$ cat config.mk
export PLATFORM = sky130hd
export DESIGN_NAME = mem_cont_rr
export DESIGN_NICKNAME = d
export VERILOG_FILES = /design/src/rtl/mem_cont_pkg.sv /design/src/rtl/rr_arbiter.sv /design/src/rtl/mem_cont_rr.sv
export SDC_FILE = /design/constraint.sdc
export NUM_CORES = 1
export LEC_CHECK = 0
export ABC_AREA = 1
export CAP_MARGIN = 20
export CORE_AREA = 2 2 163 165
export DETAILED_ROUTE_END_ITERATION = 12
export DIE_AREA = 0 0 165 167
export PLACE_DENSITY_LB_ADDON = 0.25
export SYNTH_ARGS = -nofsm -noshare
export SYNTH_HDL_FRONTEND = slang
export SYNTH_SLANG_ARGS = --single-unit
$ cat constraint.sdc
create_clock -name clk -period 3.52 [get_ports clk]
set_clock_uncertainty 0.15 [all_clocks]
set_input_delay 0.88 -clock clk [delete_from_list [all_inputs] [get_ports clk]]
set_output_delay 0.88 -clock clk [all_outputs]
set_load 0.1 [all_outputs]
$ cat src/rtl/mem_cont_pkg.sv
// Shared helpers for the mem_cont_rr controller: sizing, one-hot decode and
// round-robin priority masking.
package mem_cont_pkg;

    // Widest arbiter supported by the one-hot decoder.
    localparam int MAX_PORTS = 32;

    // Ceiling log2, usable in parameter expressions.
    function automatic int clog2(input int value);
        int r;
        r = 0;
        while ((1 << r) < value) r = r + 1;
        return r;
    endfunction

    // Index of the set bit of a one-hot vector (0 when empty).
    function automatic int unsigned onehot_to_idx(input logic [MAX_PORTS-1:0] oh);
        int unsigned idx;
        idx = 0;
        for (int i = 0; i < MAX_PORTS; i++) begin
            if (oh[i]) idx = idx | unsigned'(i);
        end
        return idx;
    endfunction

    // Round-robin mask bit: port idx lies strictly after the last grant.
    function automatic logic rr_above(input int unsigned idx, input int unsigned last);
        return (idx > last);
    endfunction

endpackage

$ cat src/rtl/rr_arbiter.sv
// Single-grant arbiter: round-robin starting after the last grant, or fixed
// priority (lowest index) when RR_EN is 0. Grant is combinational from req.
module rr_arbiter
    import mem_cont_pkg::*;
#(
    parameter int N     = 2,
    parameter bit RR_EN = 1'b1
) (
    input  logic         clk,
    input  logic         rst,
    input  logic [N-1:0] req,
    input  logic         advance,
    output logic [N-1:0] grant
);

    localparam int IDX_W = (N > 1) ? clog2(N) : 1;

    logic [IDX_W-1:0]     r_last;
    logic [N-1:0]         w_masked;
    logic [N-1:0]         w_src;
    logic [MAX_PORTS-1:0] w_grant_ext;

    // Prefer requests above the last grant; fall back to the full set so the
    // search wraps. Isolating the lowest set bit gives the one-hot grant.
    always_comb begin
        for (int i = 0; i < N; i++) begin
            w_masked[i] = req[i] & rr_above(unsigned'(i), 32'(r_last));
        end
        w_src       = (RR_EN && (|w_masked)) ? w_masked : req;
        grant       = w_src & (~w_src + N'(1));
        w_grant_ext = '0;
        w_grant_ext[N-1:0] = grant;
    end

    // Pointer remembers the last granted index; it only moves on a grant.
    always_ff @(posedge clk) begin
        if (rst) begin
            r_last <= '0;
        end else if (advance && (|grant)) begin
            r_last <= IDX_W'(onehot_to_idx(w_grant_ext));
        end
    end

endmodule

$ cat src/rtl/mem_cont_rr.sv
// Multi-port BRAM controller: arbitrates load ports onto the read port and
// store ports onto the write port, tracks read tags over READ_LATENCY cycles
// and counts pending stores to drive the memory-empty handshake.
module mem_cont_rr
    import mem_cont_pkg::*;
#(
    parameter int DATA_SIZE      = 32,
    parameter int ADDRESS_SIZE   = 32,
    parameter int BB_COUNT       = 1,
    parameter int LOAD_COUNT     = 2,
    parameter int STORE_COUNT    = 2,
    parameter int READ_LATENCY   = 1,
    parameter int ST_COUNT_WIDTH = 5,
    parameter bit RR_EN          = 1'b1
) (
    input  logic                                clk,
    input  logic                                rst,
    output logic                                io_loadEnable,
    output logic [ADDRESS_SIZE-1:0]             io_loadAddrOut,
    input  logic [DATA_SIZE-1:0]                io_loadDataIn,
    output logic                                io_storeEnable,
    output logic [ADDRESS_SIZE-1:0]             io_storeAddrOut,
    output logic [DATA_SIZE-1:0]                io_storeDataOut,
    input  logic [BB_COUNT-1:0]                 io_bbpValids,
    input  logic [BB_COUNT*ST_COUNT_WIDTH-1:0]  io_bb_stCountArray,
    output logic [BB_COUNT-1:0]                 io_bbReadyToPrevs,
    output logic                                io_Empty_Valid,
    input  logic                                io_Empty_Ready,
    input  logic [LOAD_COUNT-1:0]               io_rdPortsPrev_valid,
    input  logic [LOAD_COUNT*ADDRESS_SIZE-1:0]  io_rdPortsPrev_bits,
    output logic [LOAD_COUNT-1:0]               io_rdPortsPrev_ready,
    output logic [LOAD_COUNT-1:0]               io_rdPortsNext_valid,
    output logic [LOAD_COUNT*DATA_SIZE-1:0]     io_rdPortsNext_bits,
    input  logic [LOAD_COUNT-1:0]               io_rdPortsNext_ready,
    input  logic [STORE_COUNT-1:0]              io_wrAddrPorts_valid,
    input  logic [STORE_COUNT*ADDRESS_SIZE-1:0] io_wrAddrPorts_bits,
    output logic [STORE_COUNT-1:0]              io_wrAddrPorts_ready,
    input  logic [STORE_COUNT-1:0]              io_wrDataPorts_valid,
    input  logic [STORE_COUNT*DATA_SIZE-1:0]    io_wrDataPorts_bits,
    output logic [STORE_COUNT-1:0]              io_wrDataPorts_ready,
    output logic                                err_underflow
);

    localparam int SUM_W   = ST_COUNT_WIDTH + clog2(BB_COUNT) + 1;
    localparam int CALC_W  = SUM_W + 2;
    localparam int CNT_MAX = (1 << ST_COUNT_WIDTH) - 1;

    // Clamp the signed next-count into the counter's unsigned range.
    function automatic logic [ST_COUNT_WIDTH-1:0] sat_cnt(input logic signed [CALC_W-1:0] v);
        if (v[CALC_W-1]) begin
            return '0;
        end else if (v > $signed(CALC_W'(CNT_MAX))) begin
            return '1;
        end else begin
            return v[ST_COUNT_WIDTH-1:0];
        end
    endfunction

    logic [LOAD_COUNT-1:0]      r_tag_p [READ_LATENCY];
    logic [LOAD_COUNT-1:0]      r_ld_vld;
    logic [DATA_SIZE-1:0]       r_ld_data [LOAD_COUNT];
    logic [ST_COUNT_WIDTH-1:0]  r_pend_cnt;
    logic                       r_err;

    logic [LOAD_COUNT-1:0]      w_inflight;
    logic [LOAD_COUNT-1:0]      w_tag_exit;
    logic [LOAD_COUNT-1:0]      w_ld_req;
    logic [LOAD_COUNT-1:0]      w_ld_grant;
    logic [STORE_COUNT-1:0]     w_st_req;
    logic [STORE_COUNT-1:0]     w_st_grant;
    logic [SUM_W-1:0]           w_add_sum;
    logic signed [CALC_W-1:0]   w_cnt_raw;
    logic                       w_unused;

    assign w_unused = io_Empty_Ready;

    // Load side: a port may issue only when nothing of its own is in flight
    // or waiting in its output register.
    always_comb begin
        w_inflight = '0;
        for (int s = 0; s < READ_LATENCY; s++) begin
            w_inflight = w_inflight | r_tag_p[s];
        end
        w_tag_exit = r_tag_p[READ_LATENCY-1];
        w_ld_req   = io_rdPortsPrev_valid & ~w_inflight & ~r_ld_vld;
        w_st_req   = io_wrAddrPorts_valid & io_wrDataPorts_valid;
    end

    rr_arbiter #(
        .N     (LOAD_COUNT),
        .RR_EN (RR_EN)
    ) u_ld_arb (
        .clk     (clk),
        .rst     (rst),
        .req     (w_ld_req),
        .advance (|w_ld_req),
        .grant   (w_ld_grant)
    );

    rr_arbiter #(
        .N     (STORE_COUNT),
        .RR_EN (RR_EN)
    ) u_st_arb (
        .clk     (clk),
        .rst     (rst),
        .req     (w_st_req),
        .advance (|w_st_req),
        .grant   (w_st_grant)
    );

    // Read/write port muxes and combinational address-side handshakes.
    always_comb begin
        io_loadEnable        = |w_ld_grant;
        io_loadAddrOut       = '0;
        io_rdPortsPrev_ready = w_ld_grant;
        for (int i = 0; i < LOAD_COUNT; i++) begin
            if (w_ld_grant[i]) io_loadAddrOut = io_rdPortsPrev_bits[i*ADDRESS_SIZE +: ADDRESS_SIZE];
        end
        io_storeEnable       = |w_st_grant;
        io_storeAddrOut      = '0;
        io_storeDataOut      = '0;
        io_wrAddrPorts_ready = w_st_grant;
        io_wrDataPorts_ready = w_st_grant;
        for (int j = 0; j < STORE_COUNT; j++) begin
            if (w_st_grant[j]) begin
                io_storeAddrOut = io_wrAddrPorts_bits[j*ADDRESS_SIZE +: ADDRESS_SIZE];
                io_storeDataOut = io_wrDataPorts_bits[j*DATA_SIZE +: DATA_SIZE];
            end
        end
    end

    // Stage p0 takes the new grant; later stages delay it to the data return.
    always_ff @(posedge clk) begin
        if (rst) begin
            for (int s = 0; s < READ_LATENCY; s++) r_tag_p[s] <= '0;
        end else begin
            r_tag_p[0] <= w_ld_grant;
            for (int s = 1; s < READ_LATENCY; s++) r_tag_p[s] <= r_tag_p[s-1];
        end
    end

    // Output valid: set when the tag returns, cleared on consumer accept.
    always_ff @(posedge clk) begin
        if (rst) begin
            r_ld_vld <= '0;
        end else begin
            for (int i = 0; i < LOAD_COUNT; i++) begin
                if (w_tag_exit[i]) r_ld_vld[i] <= 1'b1;
                else if (r_ld_vld[i] && io_rdPortsNext_ready[i]) r_ld_vld[i] <= 1'b0;
            end
        end
    end

    // Returned read data lands in the owning port's register.
    always_ff @(posedge clk) begin
        for (int i = 0; i < LOAD_COUNT; i++) begin
            if (w_tag_exit[i]) r_ld_data[i] <= io_loadDataIn;
        end
    end

    // Load data outputs and fixed handshakes.
    always_comb begin
        io_rdPortsNext_valid = r_ld_vld;
        io_rdPortsNext_bits  = '0;
        for (int i = 0; i < LOAD_COUNT; i++) begin
            io_rdPortsNext_bits[i*DATA_SIZE +: DATA_SIZE] = r_ld_data[i];
        end
        io_bbReadyToPrevs = '1;
        io_Empty_Valid    = (r_pend_cnt == '0) && !(|io_bbpValids);
        err_underflow     = r_err;
    end

    // Pending-store arithmetic: announced stores in, issued store out.
    always_comb begin
        w_add_sum = '0;
        for (int b = 0; b < BB_COUNT; b++) begin
            if (io_bbpValids[b]) begin
                w_add_sum = w_add_sum + SUM_W'(io_bb_stCountArray[b*ST_COUNT_WIDTH +: ST_COUNT_WIDTH]);
            end
        end
        w_cnt_raw = $signed(CALC_W'(r_pend_cnt)) + $signed(CALC_W'(w_add_sum))
                  - $signed(CALC_W'(io_storeEnable));
    end

    // Saturating pending counter; a negative result is a sticky underflow.
    always_ff @(posedge clk) begin
        if (rst) begin
            r_pend_cnt <= '0;
            r_err      <= 1'b0;
        end else begin
            r_pend_cnt <= sat_cnt(w_cnt_raw);
            if (w_cnt_raw[CALC_W-1]) r_err <= 1'b1;
        end
    end

endmodule
-- Word-level counts from Yosys, hierarchy flattened
Memories as Yosys holds them, arrays and structs flattened.
Cells that the tools add are included.
- memories kept: 2
- RAM bits: 66
- output and inout port bits: 173
- bits in registers: 10
- logic and storage cells: 66
- reductions and logical operators: 15
- multiplexer cells: 25
- add/subtract/negate cells: 4
- order comparisons: 3
- bitwise logic cells: 11
- memories (memory ; words ; bits a word ; read ports ; clocked after memory_dff ; write ports ; line ; text):
    r_ld_data ; 2 ; 32 ; 2 ; 0 ; 2 ; mem_cont_rr.sv:61 ; logic [DATA_SIZE-1:0] r_ld_data [LOAD_COUNT];
    r_tag_p ; 1 ; 2 ; 1 ; 0 ; 1 ; mem_cont_rr.sv:59 ; logic [LOAD_COUNT-1:0] r_tag_p [READ_LATENCY];
- operators with widths (kind ; count):
    $mux 32 ; 6
    $mux 1 ; 14
    $reduce_or 2->1 ; 6
    $and 2x2->2 ; 5
    $mux 5 ; 2
    $not 2->2 ; 4
    $gt 7x6->1 const B ; 1
    $sub 6x1->7 ; 1
    $add 5x5->6 ; 1
    $mux 2 ; 3
    $logic_and 1x1->1 ; 5
    $logic_not 5->1 ; 1
    $add 2x1->2 const B ; 2
    $reduce_bool 2->1 ; 2
    $and 1x1->1 ; 2
    $gt 1x1->1 const A ; 2
    $logic_not 1->1 ; 1

-- Logic depth before layout (Yosys ltp)
An unclocked memory read counts as a cell.
- depth after elaboration: 11
- gate-level depth with buffers: 15
- gate-level depth less buffers: 15

-- Modules after synthesis
From an unflattened synthesis, not the netlist that was laid out.
- cell total of the unflattened synthesis: 512
- area, all modules: 4199.0 um^2
- modules (own cells, without submodules) (module ; area each (um^2) ; sequential area each (um^2) ; instances ; cells an instance):
    mem_cont_rr ; 4071.4 ; 2122.0 ; 1 ; 494
    rr_arbiter ; 63.8 ; 20.0 ; 2 ; 9

-- Least setup slack after synthesis
Ideal clock, no wire load.
- kind: input port to output port
- start point: input port io_rdPortsPrev_valid[1]
- end point: output port io_loadEnable
- slack: -0.566 ns
- buffers on the path: 0
- stages: 2
- arrival: 3.056 ns
- path through: nand2_1 > o21ai_0
- word-level cells in the longest chain between the ends: 8
- ends and longest elaborated chain (what ; line ; text):
    from (decl) ; mem_cont_rr.sv:29 ; input logic [LOAD_COUNT-1:0] io_rdPortsPrev_valid,
    $and 2x2->2 * (2 in a row) ; mem_cont_rr.sv:85 ; w_ld_req = io_rdPortsPrev_valid & ~w_inflight & ~r_ld_vld;
    $and 1x1->1 ; rr_arbiter.sv:27 ; w_masked[i] = req[i] & rr_above(unsigned'(i), 32'(r_last));
    $mux 2 * ; rr_arbiter.sv:29 ; w_src = (RR_EN && (|w_masked)) ? w_masked : req;
    $not 2->2 ; rr_arbiter.sv:30 ; grant = w_src & (~w_src + N'(1));
    $add 2x1->2 ; rr_arbiter.sv:30 ;
    $and 2x2->2 * ; rr_arbiter.sv:30 ;
    $reduce_or 2->1 * ; mem_cont_rr.sv:113 ; io_loadEnable = |w_ld_grant;
    to (decl) ; mem_cont_rr.sv:18 ; output logic io_loadEnable,
Mark *: on every way between the ends. The rest lies on a longest branch, timed or not.

-- Final worst setup path
- start point: input port io_wrAddrPorts_valid[1]
- end point: output port io_storeDataOut[10]
- word-level cells in the longest chain between the ends: 8
- ends and longest elaborated chain (what ; line ; text):
    from (decl) ; mem_cont_rr.sv:35 ; input logic [STORE_COUNT-1:0] io_wrAddrPorts_valid,
    $and 2x2->2 * ; mem_cont_rr.sv:86 ; w_st_req = io_wrAddrPorts_valid & io_wrDataPorts_valid;
    $and 1x1->1 ; rr_arbiter.sv:27 ;
    $mux 2 * ; rr_arbiter.sv:29 ;
    $not 2->2 ; rr_arbiter.sv:30 ;
    $add 2x1->2 ; rr_arbiter.sv:30 ;
    $and 2x2->2 * ; rr_arbiter.sv:30 ;
    $mux 32 ; mem_cont_rr.sv:125 ; if (w_st_grant[j]) begin
    $mux 32 * ; mem_cont_rr.sv:125 ;
    to (decl) ; mem_cont_rr.sv:23 ; output logic [DATA_SIZE-1:0] io_storeDataOut,
Marks and branches as above.

==> impl_results.md <==
* RePlAce Congestion at 0.815
* Initial Utilization at 14.9%
* WHS at 310 ps
* Post-synthesis cell count at 364
* First drt pass iteration count at 4
* Clk_lat worst skew at 330 ps
* Post-synth top flop: edfxtp_1
* Yosys warnings at 0
* Initial DRC Count at 190
* Pwr/cell area at 465 mW/mm^2
* Largest family of logic cells by synthesized area: compound AO/OA/AOI/OAI gates
* Ports at 414
* Period utilization at 99.0%
* Top-count cell post-synth: nand2_1
* M2 GR Usage at 22.8%
* Top cell type's share of synthesized area at 50.1%
* Post-Synthesis Cell Area at 0.00383 sq mm
* Reg clk slew, reported paths at 60 ps
* Post-synth top cells: nand2_1 (121), a22o_1 (64), edfxtp_1 (64)
* Die ar. at 0.0276 sq mm
* EDFF count, synth at 64
* Post-synthesis mux area share at 0%
* Layout Area Growth over Synthesis at 161%
* Dpl ws at -30.6 ps
* Met3 usage at 4.88%
* PnR worst setup slack at 34.8 ps
* Die H at 167 um
* Buffers added on ports at 411
* Final hold vios at 0
* Clock Path Buffers at 2
* Tmin final at 3490 ps
* Peak Freq at 287 MHz
* Maximum VDD drop at 0.000207 V
* Initial antenna violation count at 1
* Post-Syn Area per Cell at 10.5 sq um
* TritonCTS clock tree: yes
* Clock H-tree levels at 3
* Busiest layer in global routing: met2
* CTS Root Cell: clkbuf_16
* Drt drc at 0
* Tightest Hold Check Type: register to register
* Post-Route WL at 19,200 um
* Syn Nets at 616
* Final ANT Viol Nets at 0
* Vias after detailed routing at 4,298
* Asr flop ratio synth at 0%
* Critical path class: primary input to primary output
* Grt met1 use at 13.9%
* Total Nets Final at 1,047
* Post-Synth Adder-Cell Area at 3.79%
* Seq/Total Area, Yosys at 56.4%
* Max_cap viols at 0
* Setup-failing EPs final at 0
* # fillers at 2,534
* Vias in the first global route at 4,372
* Synth Area in Compound Gates at 16.4%
* Register bit total from synthesis at 76
* Aggregate global routing overflow at 0
* CP Data Required Time at 2490 ps
* Core box area at 0.0258 sq mm
* Die X at 165 um
* Number of distinct library cells after synthesis at 25
* Outcome: complete, no violations
* Fin. max-slew vios at 0
* Clock sink count at 76
* Critical path arrival at 2460 ps
* Critical path capture point type: primary output
* Simple-gate share of the synthesized area at 14.6%
* Average routed wire per standard cell at 16.9 um
* Layout cell share with drive strength beyond 1 at 35.5%
* Via density at 3.78
* Gr usage total at 12.8%
* First-pass GRT wire length at 26,100 um
* Xor/xnor cell area share of the yosys netlist at 0.685%
* Crit path launch type: primary input
* Synth area leaders: edfxtp_1 (50%), a22o_1 (15%), nand2_1 (12%)
* CTS Buf Count at 9
* Row Count at 59
* Setup TNS at 0 ps
* Critical-path maximum fanout at 30
* Largest net degree at the start of global routing at 33
* RSZ-0062 raised after global routing: true
* Area leader, netlist: edfxtp_1
* Post-detail-place hpwl at 15,900 um
* P_leak at 0.00418 uW
==> placed cells by master, fill, tap and decap left out, types with 5 or more instances in the layout <==
| cell | count |
|---|---|
| inv_1 | 24 |
| a21oi_1 | 10 |
| nor2_1 | 6 |
| inv_2 | 5 |
| nand2_1 | 103 |
| edfxtp_1 | 64 |
| dfxtp_1 | 9 |
| ha_1 | 10 |
| clkdlybuf4s50_1 | 238 |
| buf_4 | 89 |
| a22o_2 | 12 |
| a22o_4 | 17 |
| clkbuf_16 | 12 |
| nand2_2 | 21 |
| nand3_1 | 6 |
| a22o_1 | 35 |
| buf_12 | 112 |
==> state kept, by name (all words and copies together), names as in the netlist <==
register              cells
r_pend_cnt                5
u_ld_arb.r_last           1
u_st_arb.r_last           1
io_rdPortsNext_valid      2
r_ld_data                64
err_underflow             1
r_tag_p                   2
==> worst max-delay path, cell delays in order <==
cell,delay (ps)
clkdlybuf4s50_1,410
nand2_2,90
inv_2,40
nand2_2,80
nand3_4,100
inv_2,140
buf_12,210
a22o_1,280
buf_12,210
==> report_power, final <==
part | switching, uW | internal [uW] | leakage [uW] | total, uW
logic | 1620 | 987 | 0.00334 | 2610
clock network | 350 | 620 | 0.000153 | 970
registers | 23.1 | 1050 | 0.000690 | 1080
==> path summary, 6_finish.rpt <==
kind / start / endpoint / slack [ps] / cells past startpoint
worst max-delay path: io_wrAddrPorts_valid[1] / io_storeDataOut[10] / 30 / 9
worst min-delay path: err_underflow / err_underflow / 310 / 2
worst max register to register: u_st_arb.r_last / r_pend_cnt[2] / 1120 / 14
worst min register to register: err_underflow / err_underflow / 310 / 2
==> metrics by stage <==
stage | area (sq um) | cells | power [uW] | util [%]
3_5_place_dp | 9400 | 1114 | 3670 | 36.5
3_3_place_gp | 9400 | 1114 | 3670 | 36.5
6_report | 10000 | 1136 | 4660 | 38.9
5_1_grt | 10000 | 1135 | 4870 | 38.9
4_1_cts | 9730 | 1131 | 4680 | 37.8
2_1_floorplan | 3880 | 364 | 2650 | -
==> metal layers <==
| metal | vias up | routed length [um] |
|---|---|---|
| met3 | 19 | 1950 |
| met2 | 226 | 9910 |
| met4 | 0 | 359 |
| met1 | 1919 | 7020 |
| li1 | 2134 | - |
| met5 | - | 0 |
==> area by class of cell <==
type	instances	area (sq um)	share of cell area, %
repair buffers	444	5390	53.8
flip-flops and latches	76	2170	21.6
multi-input cells	233	1590	15.9
well taps	335	419	4.19
clock buffers	10	229	2.29
inverters	31	126	1.26
clock inverters	6	86.3	0.862
diodes	1	2.50	0.0250
==> cells by family (layout without fill, tap and decap cells) <==
| kind of cell | count (synthesis) | count (layout) |
|---|---|---|
| other | 1 | 2 |
| and+or+nand+nor | 141 | 141 |
| xor gates and xnor gates | 3 | 3 |
| adders and majority gates | 11 | 11 |
| DFF | 76 | 76 |
| buffers and inverters | 55 | 491 |
| AOI/OAI and AO/OA | 77 | 77 |
==> repair_timing <==
item | in CTS | in global routing
cloned | 0 | 4
hold buffers | 0 | 0
pin swaps | 0 | 3
buffers inserted | 1 | 0
gates resized for setup | 3 | 32
setup endpoints to repair | 6 | 67
(Power assumes the default switching activity.)
